**src/rtl/pulse_handshake_tx.sv**
```systemverilog
// Source-domain transmitter for a four-phase req/ack CDC: counts pending event pulses
// and delivers them one by one as full handshakes. Optional timeout: PULSE_TX_TIMEOUT_EN.
module pulse_handshake_tx #(
   parameter int CNT_W       = 4,
   parameter int SYNC_STAGES = 2,
   parameter int TO_CYCLES   = 255
) (
   input  logic             clk,
   input  logic             rstn,
   input  logic             din,
   input  logic             ack,
   output logic             req,
   output logic             busy,
   output logic             done,
   output logic [CNT_W-1:0] pending,
   output logic             overflow,
   output logic             timeout_err
);

   typedef enum logic [1:0] {
      IDLE = 2'd0,
      REQ  = 2'd1,
      REL  = 2'd2
   } state_t;

   localparam logic [CNT_W-1:0] PEND_MAX = '1;
   localparam logic [CNT_W-1:0] PEND_ONE = CNT_W'(1);

   if (SYNC_STAGES < 2 || SYNC_STAGES > 4 || CNT_W < 1 || TO_CYCLES < 1) begin : g_bad_param
      $error("pulse_handshake_tx: illegal parameter value");
   end

   state_t             state, state_nxt;
   logic               req_nxt, done_nxt, overflow_nxt;
   logic [CNT_W-1:0]   pending_nxt;
   logic               launch, inc, to_hit;
   logic [SYNC_STAGES-1:0] ack_sync;
   logic               ack_s;

   // NOTE: sequential state is written with <= only, so every flop samples pre-edge values.
   always_ff @(posedge clk or negedge rstn) begin
      if (!rstn) begin
         ack_sync <= '0;
      end else begin
         ack_sync <= {ack_sync[SYNC_STAGES-2:0], ack};
      end
   end

   assign ack_s = ack_sync[SYNC_STAGES-1];

   // NOTE: every signal driven here gets a default first, so no latch can be inferred.
   always_comb begin
      state_nxt = state;
      req_nxt   = req;
      done_nxt  = 1'b0;
      launch    = 1'b0;
      case (state)
         IDLE: begin
            if (pending != '0 || din) begin
               launch    = 1'b1;
               state_nxt = REQ;
               req_nxt   = 1'b1;
            end
         end
         REQ: begin
            if (ack_s) begin
               state_nxt = REL;
               req_nxt   = 1'b0;
            end
         end
         REL: begin
            if (!ack_s) begin
               state_nxt = IDLE;
               done_nxt  = 1'b1;
            end
         end
         default: begin
            state_nxt = IDLE;
            req_nxt   = 1'b0;
         end
      endcase

      overflow_nxt = din && (pending == PEND_MAX) && !launch;
      inc          = din && !overflow_nxt;
      case ({inc, launch})
         2'b10:   pending_nxt = pending + PEND_ONE;
         2'b01:   pending_nxt = pending - PEND_ONE;
         default: pending_nxt = pending;
      endcase

      // An abandoned handshake discards everything queued, including this cycle's event.
      if (to_hit) begin
         state_nxt    = IDLE;
         req_nxt      = 1'b0;
         done_nxt     = 1'b0;
         pending_nxt  = '0;
         overflow_nxt = 1'b0;
      end
   end

   always_ff @(posedge clk or negedge rstn) begin
      if (!rstn) begin
         state    <= IDLE;
         req      <= 1'b0;
         done     <= 1'b0;
         pending  <= '0;
         overflow <= 1'b0;
      end else begin
         state    <= state_nxt;
         req      <= req_nxt;
         done     <= done_nxt;
         pending  <= pending_nxt;
         overflow <= overflow_nxt;
      end
   end

   assign busy = (state != IDLE);

`ifdef PULSE_TX_TIMEOUT_EN
   localparam int TO_W = $clog2(TO_CYCLES + 1);
   localparam logic [TO_W-1:0] TO_LAST = TO_W'(TO_CYCLES - 1);
   localparam logic [TO_W-1:0] TO_ONE  = TO_W'(1);

   logic [TO_W-1:0] to_cnt;

   // Fires on the TO_CYCLES-th edge spent in the same busy state.
   assign to_hit = (state != IDLE) && (to_cnt == TO_LAST);

   always_ff @(posedge clk or negedge rstn) begin
      if (!rstn) begin
         to_cnt      <= '0;
         timeout_err <= 1'b0;
      end else begin
         if (state == IDLE || state_nxt != state) begin
            to_cnt <= '0;
         end else begin
            to_cnt <= to_cnt + TO_ONE;
         end
         if (to_hit) begin
            timeout_err <= 1'b1;
         end
      end
   end
`else
   assign to_hit      = 1'b0;
   assign timeout_err = 1'b0;
`endif

endmodule

```
**config.mk**
```make
export PLATFORM = sky130hd
export DESIGN_NAME = pulse_handshake_tx
export DESIGN_NICKNAME = d
export VERILOG_FILES = /design/src/rtl/pulse_handshake_tx.sv
export SDC_FILE = /design/constraint.sdc
export NUM_CORES = 1
export LEC_CHECK = 0
export ABC_AREA = 1
export ABC_CLOCK_PERIOD_IN_PS = 1400
export CORE_UTILIZATION = 40
export DETAILED_ROUTE_END_ITERATION = 16
export PLACE_DENSITY = 0.74
export SYNTH_ARGS = -nofsm -noshare
export SYNTH_HDL_FRONTEND = slang
export SYNTH_SLANG_ARGS = --single-unit
```
**constraint.sdc**
```tcl
create_clock -name clk -period 1.4 [get_ports clk]
set_input_delay 0.28 -clock clk [delete_from_list [all_inputs] [get_ports clk]]
set_output_delay 0.28 -clock clk [all_outputs]
set_load 0.005 [all_outputs]
```
==> impl_metrics.yaml <==
run_status:
  outcome: "finished, violations left"
  violations: "negative setup slack"
clock_tree:
  cts_root_buf: "clkbuf_4"
  clock_sink_count: 11
  cts_buffers: 3
  cts_tree: "built"
  ctsLongestPathBuffers: 2
  clk-insertion-delay-late_ns: 0.28
  clock_tree.htree_level_count: 1
  clk_pin_slew_ns: 0.07
sta:
  setup_slack_ns: -0.0620
  finalHoldViolCount: 0
  setup_violations: 1
  tns_ns: -0.0620
  finalClockSkew_ns: 0.00384
  max_clock_freq_mhz: 684
  grt_setup_unrepaired: "true"
  max_slew.worst_pin.slew_ns: 0.496
  final.period_utilization_pct: 104
  timing.slew.headroom_pct: 66.8
  final_period_minus_worst_setup_slack_ns: 1.46
  finalMaxSlewViolations: 0
  fin_hold_ws_ns: 0.333
routing:
  drtAntennaViolNets: 0
  detailedRoute.firstIterationViolations: 13
  drcViolationCount: 0
  first_pass_iters: 4
  avgViaCountPerCell: 4.75
  routed_wl_mm: 1.36
  route.vias.total: 513
  wl_per_cell_um: 12.6
finish:
  insertedDiodeCount: 0
  area_delta_synth_final_pct: 59.3
  final_nets: 100
  final_layout_size_suffix_gt1_share_pct: 35.1
yosys:
  average_footprint_of_a_synthesized_cell_sq_um: 8.30
  synth_warnings: 0
  synthTopCellsByCount: "nand2_1, dfrtp_1, inv_1, nor2_1, nand3_1"
  synth.largest_area_cell: "dfrtp_1"
  syn_inst: 63
  postSynth.asyncResetShare_pct: 100
  synth-edff-count: 0
  postSynth.topFlopCell: "dfrtp_1"
  netlist_top_cells_area: "dfrtp_1, nand2_1, inv_1"
  ys_seq_elements: 11
  post-synth-top-count-cell: "nand2_1"
  synthesis.area_sq_um: 523
  ys_types: 17
  yosysTopAreaCellShare_pct: 52.6
  synth_fp_nets: 68
  ys_seq_area_share_pct: 52.6
floorplanning:
  core.rowCount: 12
  die_y_um: 38.2
  floorplan.die.width_um: 38.2
  die_outline_area_sq_um: 1460
  ios: 13
  fp.coreArea_sq_um: 1160
  initial_utilization_pct: 45.2
job:
  timing.max_cap.violations: 0
power:
  irDropWorstVdd_uv: 1000
  p_leak_nw: 0.449
  intPower_mw: 1.11
  netSwitchingFraction_pct: 40.6
  switchingPower_mw: 0.758
  p_seq_share_pct: 27.4
  cellPowerDensity_nw_per_um2: 2240
  combPwrFrac_pct: 60.6
  p_clk_share_pct: 12.0
worst_setup_path:
  critPathRequiredTime_ns: 1.58
  cp_top_family: "simple AND/OR/NAND/NOR gates"
  critical_path_fanouts_max: 3
  max_stage_delay_ns: 0.41
  timing.critical_path.from_type: "flip-flop"
  worstPathCellList: "nor2_4, buf_6, nand4_1, buf_4, buf_4, nand2_1, nand3_1, nand2_1, inv_1"
  critical_path_arrival_ns: 1.64
  cp_num_buf_inv: 4
  timing_worst_setup_path_type: "reg2reg"
  type_of_element_capturing_the_critical_path: "flip-flop"
  critPathSlowestCell: "dfrtp_1"
global_route:
  global_route.overflow_total: 0
  grt.total_usage_pct: 20.9
  grt_pass1_vias: 460
  grt_antenna_before_repair: 0
  grt_pass1_wl_mm: 1.99
  grt_max_degree: 12
place:
  post-dp-hpwl_um: 793
  gp_congestion: 0.860
  numPortBuffers: 11
hold_path:
  hold_path_class: "in2async"
==> power by group through the flow <==
stage                     registers [mW]  clock network [mW]  logic [mW]
after floorplan                    0.552                   0       0.411
after global placement             0.497                   0       0.917
after detailed placement           0.499                   0       0.942
after CTS                          0.498               0.230       0.973
after global routing               0.523               0.242        1.23
final                              0.512               0.224        1.13
==> sequential cells by signal (all words and copies together), names as in the netlist <==
signal	flops
overflow	1
state	2
done	1
pending	4
ack_sync	2
req	1
==> cells in the final DEF (no fill, tap or decap), drive strengths merged, types with 4 or more instances in the layout <==
| cell type | Yosys | final |
|---|---|---|
| buf | 1 | 17 |
| clkbuf | 0 | 5 |
| clkdlybuf4s50 | 0 | 4 |
| dfrtp | 11 | 11 |
| dlygate4sd2 | 0 | 5 |
| inv | 9 | 9 |
| nand2 | 22 | 22 |
| nand3 | 4 | 4 |
| nor2 | 6 | 6 |
| o21ai | 4 | 4 |
==> final cells by class <==
class	count	area, sq um
clock buffers	4	26.3
fillers	80	323
inverters	9	33.8
multi-input cells	42	244
flip-flops and latches	11	275
well taps	14	17.5
repair buffers	28	236
==> cell families (layout without fill, tap and decap cells) <==
| kind of cell | Yosys count | in the layout | share of synthesized area (%) |
|---|---|---|---|
| fa+ha+maj | 1 | 1 | 2.39 |
| buf+inv | 10 | 41 | 7.89 |
| compound gates | 5 | 5 | 6.22 |
| other cells | 1 | 1 | 0.717 |
| xor+xnor | 1 | 1 | 1.67 |
| flops | 11 | 11 | 52.6 |
| simple gates | 34 | 34 | 28.5 |
==> stage by stage <==
step	setup slack [ns]	instances	util, %	power [mW]	cell area, sq um
after detailed placement	-0.204	98	62.8	1.44	726
after global routing	-0.126	108	72.1	1.99	833
after floorplan	0.0131	63	-	0.963	523
after global placement	-0.196	98	62.8	1.41	726
final	-0.0620	108	72.1	1.87	833
after CTS	-0.00985	107	68.7	1.70	795
==> what timing repair did <==
action | in CTS | in global routing
hold buffers | 0 | 0
gates resized for setup | 10 | 11
gates cloned | 0 | 0
setup endpoints to repair | 7 | 6
buffers inserted | 6 | 1
pin swaps | 10 | 7
==> final timing paths <==
kind,start,to,slack (ns),cells past startpoint
max reg2reg,state[0]$_DFFE_PN0P_,pending[2]$_DFFE_PN0P_,-0.06,9
max,state[0]$_DFFE_PN0P_,pending[2]$_DFFE_PN0P_,-0.06,9
max in group asynchronous,rstn,ack_sync[0]$_DFF_PN0_,0.73,1
min reg2reg,ack_sync[0]$_DFF_PN0_,ack_sync[1]$_DFF_PN0_,0.35,0
min in group clk,ack_sync[0]$_DFF_PN0_,ack_sync[1]$_DFF_PN0_,0.35,0
min,rstn,state[0]$_DFFE_PN0P_,0.33,1
==> routing by layer <==
| layer | track usage (%) | share of wire (%) | vias to the layer above |
|---|---|---|---|
| li1 | - | - | 255 |
| met1 | 26.6 | 43 | 232 |
| met2 | 31.4 | 48 | 22 |
| met3 | 3.49 | 5.2 | 4 |
| met4 | 16.1 | 2.9 | 0 |
| met5 | 0 | 0 | - |
No activity file was read; power rests on OpenSTA's default activity.
